<file path="config.mk">
export PLATFORM = sky130hd
export DESIGN_NAME = regfile_write_scheduler
export DESIGN_NICKNAME = d
export VERILOG_FILES = /design/src/rtl/regfile_write_scheduler.sv
export SDC_FILE = /design/constraint.sdc
export NUM_CORES = 1
export LEC_CHECK = 0
export ABC_CLOCK_PERIOD_IN_PS = 5300
export BUFFER_PORTS_ARGS = -buffer_cell sky130_fd_sc_hd__buf_2
export CAP_MARGIN = 40
export CORE_MARGIN = 2
export CORE_UTILIZATION = 47
export DETAILED_ROUTE_END_ITERATION = 10
export PLACE_DENSITY = 0.95
export SYNTH_ARGS = -nofsm -noshare
export SYNTH_HDL_FRONTEND = slang
export SYNTH_SLANG_ARGS = --single-unit
</file>
<file path="constraint.sdc">
create_clock -name clk -period 5.3 [get_ports clk]
set_clock_uncertainty 0.15 [all_clocks]
set_input_delay 0.265 -clock clk [delete_from_list [all_inputs] [get_ports clk]]
set_output_delay 0.265 -clock clk [all_outputs]
set_load 0.01 [all_outputs]
</file>
<file path="src/rtl/regfile_write_scheduler.sv">
// regfile_write_scheduler
//   Owns the single write port of the register file. After reset, or on a
//   clear pulse, it sweeps CLEAR_VAL into every register. Otherwise it
//   round-robin arbitrates three write requesters onto the registered
//   rf_enable/rf_addr/rf_data outputs. The register file sees at most one
//   write per cycle.
//
// Ports
//   clk                  clock, rising edge
//   reset                synchronous, active-high reset
//   clear                single-cycle pulse, restarts the clear sweep (RUN only)
//   req[2:0]             pending write per requester
//   req_addr0..2         target register per requester
//   req_data0..2         write data per requester
//   gnt[2:0]             one-hot combinational grant, transfer on this edge
//   busy                 high while sweeping
//   rf_enable/addr/data  registered register file write port
module regfile_write_scheduler #(
   parameter int unsigned             DATA_W    = 8,
   parameter int unsigned             NREG      = 8,
   parameter int unsigned             ADDR_W    = 3,
   parameter logic [DATA_W-1:0]       CLEAR_VAL = 8'h00
) (
   input  logic              clk,
   input  logic              reset,
   input  logic              clear,
   input  logic [2:0]        req,
   input  logic [ADDR_W-1:0] req_addr0,
   input  logic [ADDR_W-1:0] req_addr1,
   input  logic [ADDR_W-1:0] req_addr2,
   input  logic [DATA_W-1:0] req_data0,
   input  logic [DATA_W-1:0] req_data1,
   input  logic [DATA_W-1:0] req_data2,
   output logic [2:0]        gnt,
   output logic              busy,
   output logic              rf_enable,
   output logic [ADDR_W-1:0] rf_addr,
   output logic [DATA_W-1:0] rf_data
);

   localparam logic StClear = 1'b0;
   localparam logic StRun   = 1'b1;

   logic              state_q,     state_d;
   logic [ADDR_W-1:0] clr_cnt_q,   clr_cnt_d;
   logic [1:0]        rr_last_q,   rr_last_d;
   logic              rf_enable_q, rf_enable_d;
   logic [ADDR_W-1:0] rf_addr_q,   rf_addr_d;
   logic [DATA_W-1:0] rf_data_q,   rf_data_d;

   logic [1:0]        rr_start;
   logic [1:0]        gnt_idx;
   logic              gnt_any;
   logic [2:0]        cand;
   logic [ADDR_W-1:0] sel_addr;
   logic [DATA_W-1:0] sel_data;

   // Search starts one past the last winner, wrapping modulo 3.
   assign rr_start = (rr_last_q == 2'd2) ? 2'd0 : rr_last_q + 2'd1;

   always_comb begin
      gnt     = 3'b000;
      gnt_idx = 2'd0;
      gnt_any = 1'b0;
      cand    = 3'd0;
      // No grant during reset, in the clear-pulse cycle, or while sweeping.
      if (state_q == StRun && !clear && !reset) begin
         for (int k = 0; k < 3; k++) begin
            cand = 3'(rr_start) + 3'(k);
            if (cand >= 3'd3) begin
               cand = cand - 3'd3;
            end
            if (!gnt_any && req[cand[1:0]]) begin
               gnt_any         = 1'b1;
               gnt_idx         = cand[1:0];
               gnt[cand[1:0]]  = 1'b1;
            end
         end
      end
   end

   always_comb begin
      sel_addr = req_addr0;
      sel_data = req_data0;
      case (gnt_idx)
         2'd1: begin
            sel_addr = req_addr1;
            sel_data = req_data1;
         end
         2'd2: begin
            sel_addr = req_addr2;
            sel_data = req_data2;
         end
         default: begin
            sel_addr = req_addr0;
            sel_data = req_data0;
         end
      endcase
   end

   always_comb begin
      state_d     = state_q;
      clr_cnt_d   = clr_cnt_q;
      rr_last_d   = rr_last_q;
      rf_enable_d = 1'b0;
      rf_addr_d   = rf_addr_q;
      rf_data_d   = rf_data_q;
      if (state_q == StClear) begin
         rf_enable_d = 1'b1;
         rf_addr_d   = clr_cnt_q;
         rf_data_d   = CLEAR_VAL;
         if (clr_cnt_q == ADDR_W'(NREG - 1)) begin
            state_d   = StRun;
            clr_cnt_d = '0;
         end else begin
            clr_cnt_d = clr_cnt_q + 1'b1;
         end
      end else if (clear) begin
         state_d   = StClear;
         clr_cnt_d = '0;
      end else if (gnt_any) begin
         rf_enable_d = 1'b1;
         rf_addr_d   = sel_addr;
         rf_data_d   = sel_data;
         rr_last_d   = gnt_idx;
      end
   end

   always_ff @(posedge clk) begin
      if (reset) begin
         state_q     <= StClear;
         clr_cnt_q   <= '0;
         rr_last_q   <= 2'd2;
         rf_enable_q <= 1'b0;
         rf_addr_q   <= '0;
         rf_data_q   <= '0;
      end else begin
         state_q     <= state_d;
         clr_cnt_q   <= clr_cnt_d;
         rr_last_q   <= rr_last_d;
         rf_enable_q <= rf_enable_d;
         rf_addr_q   <= rf_addr_d;
         rf_data_q   <= rf_data_d;
      end
   end

   assign busy      = (state_q == StClear);
   assign rf_enable = rf_enable_q;
   assign rf_addr   = rf_addr_q;
   assign rf_data   = rf_data_q;

endmodule
</file>
==> results.md <==
Run:
- The max-cap check violation count is 0.

STA:
- The setup TNS is 0 ns.
- At the pin with the least slew margin, the transition time is 0.495 ns.
- The post-route minimum period is just under 3 ns.
- The number of hold-slack violations in the final timing report was 0.
- The tightest slew margin relative to the limit is 0.670.
- The max-slew violation total from the final report is 0.
- The post-route clock period utilization is 0.551.
- Based on the critical path, the design can be clocked at up to approximately 0.34 GHz.
- Setup repair after global routing left no endpoint under its margin.
- Setup violations remaining at the end of the flow were counted as 0.

Die:
- The floorplan step defined a die boundary enclosing around 2500 µm².
- The die is between 50 and 60 µm wide.
- The initial core utilization is 0.506.
- The height of the die is 50.2 µm.
- The site row count is 16.
- The region available for standard cell placement spans slightly below 2000 µm².
- 55 I/O pins were placed.

Final layout:
- In the final layout, the share of cells above drive strength 1 is 0.384.
- The most frequent standard cell in the layout excluding fill and tap cells is buf_2.
- At the end of the flow, the number of nets in the layout was approximately 210.
- The antenna cell count is 0.
- The post-route cell area is 1300 µm².
- From synthesis to final layout, the design area changed by 29.3%.
- The number of fill cells is between 150 and 200.
- Leaving out fill and tap cells, the most frequent cells in the layout are buf_2, dfxtp_1, nand2_1.

Setup path:
- The flop-to-flop setup slack is between 2 and 2.5 ns.
- The critical path is of the reg -> reg type.
- The count of cells along the worst register-to-register path is 7.
- Broken down by cell family, the worst path's largest delay share belongs to adder cells.
- For the worst setup path, the data required time is 5.32 ns.
- The maximum fanout along the worst path is 20.
- Counting both buffers and inverters, the worst setup path holds a total of 2.
- For this run, the slowest stage of the critical path takes between 0.6 and 0.7 ns.
- The endpoint arrival time on the critical path is about 3 ns.
- The critical path goes through nor3b_1, buf_2, nand4b_1, ha_1, inv_1, o2111ai_1, o311ai_2.
- The critical path startpoint category is a register.
- The endpoint identified for the worst register-to-register timing path is rf_addr[2].
- The start of the worst register-to-register path is state_q.
- The critical path's slowest cell is ha_1.
- The worst setup path is captured at a register.

Run status:
- The run finished with clean final reports.

CTS:
- The count of hold-fix buffers inserted at cts is 0.
- The number of gates resized after CTS was 0.
- The buffer type at the clock tree root is clkbuf_4.
- Counting the buffers created by CTS gives 3.
- The clock sink count is 18.
- After clock tree synthesis, the setup repair step added 0 buffers.
- The clock slew seen by the registers of the worst setup and hold paths is 0.11 ns.
- The clock tree buffer depth is 2.
- The clock insertion delay at the later pin of the skew report is 0.30 ns.
- The number of H-tree levels is 1.
- TritonCTS built the clock tree.

Synth:
- Counting flops and latches in the post-synthesis netlist gives 18.
- The number of standard cells after synthesis is between 100 and 150.
- The share of the yosys chip area belonging to registers is 0.360.
- The post-synthesis net count is ~160.
- The Yosys step of the flow raised 0 warnings.
- The synthesized area is roughly 1000 µm².
- Yosys mapped the design onto 33 distinct sky130hd cell types.
- Dividing the synthesized area by the synthesized cell count gives 8.79 µm².

Route:
- For this block, the initial DRC count from the detailed router was approximately 40.
- The number of remaining DRC errors is 0.
- The count of nets left with antenna violations after detail routing is 0.
- The total detailed-routing wirelength is around 2700 µm.
- After detailed routing, the number of vias per cell comes to between 5 and 6.
- For this run, the detailed router's first-pass iteration total came to 4.
- Detailed routing inserted a total of approximately 1,100 vias.
- The routed length per instance is 14.2 µm.

Hold path:
- Along the worst hold path, the cell count comes to 3.
- The capture endpoint of the worst hold path is rf_addr[0].
- The min-delay analysis places its worst path in the category in -> reg.
- The source of the worst hold timing path is req_addr0[0].

Global route:
- The number of global-route vias before repair came to ~1,000.
- The first-pass GRT wire length is 4380 µm.
- The overall fraction of global-route tracks in use is 0.229.
- The number of antenna violations at the first check in global routing is 0.
- The total overflow left after global routing is 0.
- Entering global routing, the biggest net connects 21 pins.

Pwr:
- For this design the ratio of total power to cell area is slightly above 200 nW/µm².
- The largest vdd supply drop is between 100 and 150 µV.
- The static leakage is between 0.6 and 0.7 nW.

Placed design:
- Routability-driven placement finished with a final weighted congestion of 0.821.
- The standard cell area after detailed placement is roughly 1300 µm².
- The count of input and output buffers is 54.
- After legalization and detailed placement, the total HPWL measured between 2000 and 2500 µm.
where the power goes:
| group | total (W) | internal (W) | switching (W) |
|---|---|---|---|
| Clock | 0.0000861 | 0.0000419 | 0.0000442 |
| Sequential | 0.000142 | 0.000139 | 0.00000297 |
| Combinational | 0.0000333 | 0.0000175 | 0.0000157 |
| Total | 0.000261 | 0.000199 | 0.0000629 |
cell usage after synthesis:
| cell type | n | share of area |
|---|---|---|
| nor2_1 | 4 | 0.015 |
| and3_1 | 1 | 0.0062 |
| a32o_1 | 1 | 0.010 |
| buf_6 | 2 | 0.022 |
| a221o_1 | 3 | 0.030 |
| or3_1 | 1 | 0.0062 |
| nand4b_1 | 1 | 0.0087 |
| ha_1 | 4 | 0.050 |
| nor2b_1 | 3 | 0.019 |
| and3_2 | 1 | 0.0075 |
| nand3b_1 | 3 | 0.022 |
| buf_2 | 2 | 0.010 |
| o2111ai_1 | 3 | 0.026 |
| a22oi_1 | 8 | 0.060 |
| mux2i_1 | 1 | 0.010 |
| nor3b_1 | 1 | 0.0075 |
| inv_1 | 4 | 0.015 |
| a21oi_1 | 3 | 0.015 |
| clkinv_1 | 1 | 0.0037 |
| nand2_1 | 14 | 0.052 |
| nor3_1 | 1 | 0.0050 |
| o21ai_0 | 10 | 0.050 |
| dfxtp_1 | 18 | 0.36 |
| o311ai_2 | 1 | 0.016 |
| o211a_1 | 1 | 0.010 |
| a211oi_4 | 1 | 0.020 |
| clkbuf_1 | 5 | 0.019 |
| o22ai_1 | 1 | 0.0062 |
| a22o_1 | 8 | 0.070 |
| o311ai_1 | 2 | 0.017 |
| nand3_1 | 3 | 0.015 |
| and2_4 | 1 | 0.0087 |
| a31oi_1 | 1 | 0.0062 |
cells by family (layout without fill, tap and decap cells):
| family | after synthesis | in the layout | synth area share |
|---|---|---|---|
| adders and majority gates | 4 | 4 | 0.0499 |
| and+or+nand+nor | 34 | 34 | 0.174 |
| buffers and inverters | 14 | 64 | 0.0699 |
| DFF | 18 | 18 | 0.360 |
| muxes | 1 | 1 | 0.00999 |
| AOI/OAI and AO/OA | 43 | 43 | 0.337 |
layer usage:
metal	routed length [µm]	up-vias	global-route usage	part of all wire
li1	-	532	-	-
met1	1130	485	0.287	0.42
met2	1250	64	0.379	0.46
met3	276	5	0.0446	0.10
met4	44	0	0.0972	0.016
met5	0	-	0	0
sequential cells by signal (all words and copies together), names as in the netlist:
name       count
rf_addr        3
rf_data        8
state_q        1
clr_cnt_q      3
rf_enable      1
rr_last_q      2
tightest hold or removal path, delay by kind of cell:
kind	cells	cell delay, ns
AOI/OAI and AO/OA	2	0.18
buffers and inverters	1	0.09
final cells by class:
cell class	instances	area, µm²	share of cell area
well taps	27	33.8	0.0261
multi-input cells	82	572	0.441
clock buffers	4	36.3	0.0280
flip-flops and latches	18	360	0.278
inverters	5	18.8	0.0145
repair buffers	55	275	0.212
worst max path at each step:
stage | start | endpoint | depth (start not counted)
floorplan | state_q | rf_addr[2] | 9
global placement | state_q | rf_addr[2] | 6
detailed placement | state_q | rf_addr[1] | 7
CTS | state_q | rf_addr[1] | 7
global route | state_q | rf_addr[2] | 7
finish | state_q | rf_addr[2] | 7
metrics by stage:
step                cells  hold WS, ns  power (W)  setup WS [ns]  utilization
detailed placement    187        0.313   0.000178           2.46        0.636
floorplan             114        0.250   0.000158           2.96            -
CTS                   191        0.106   0.000263           2.44        0.654
global route          191        0.126   0.000273           2.23        0.654
finish                191        0.110   0.000261           2.38        0.654
global placement      186        0.313   0.000177           2.32        0.633
Note: power is estimated with default switching activity, not from simulation.
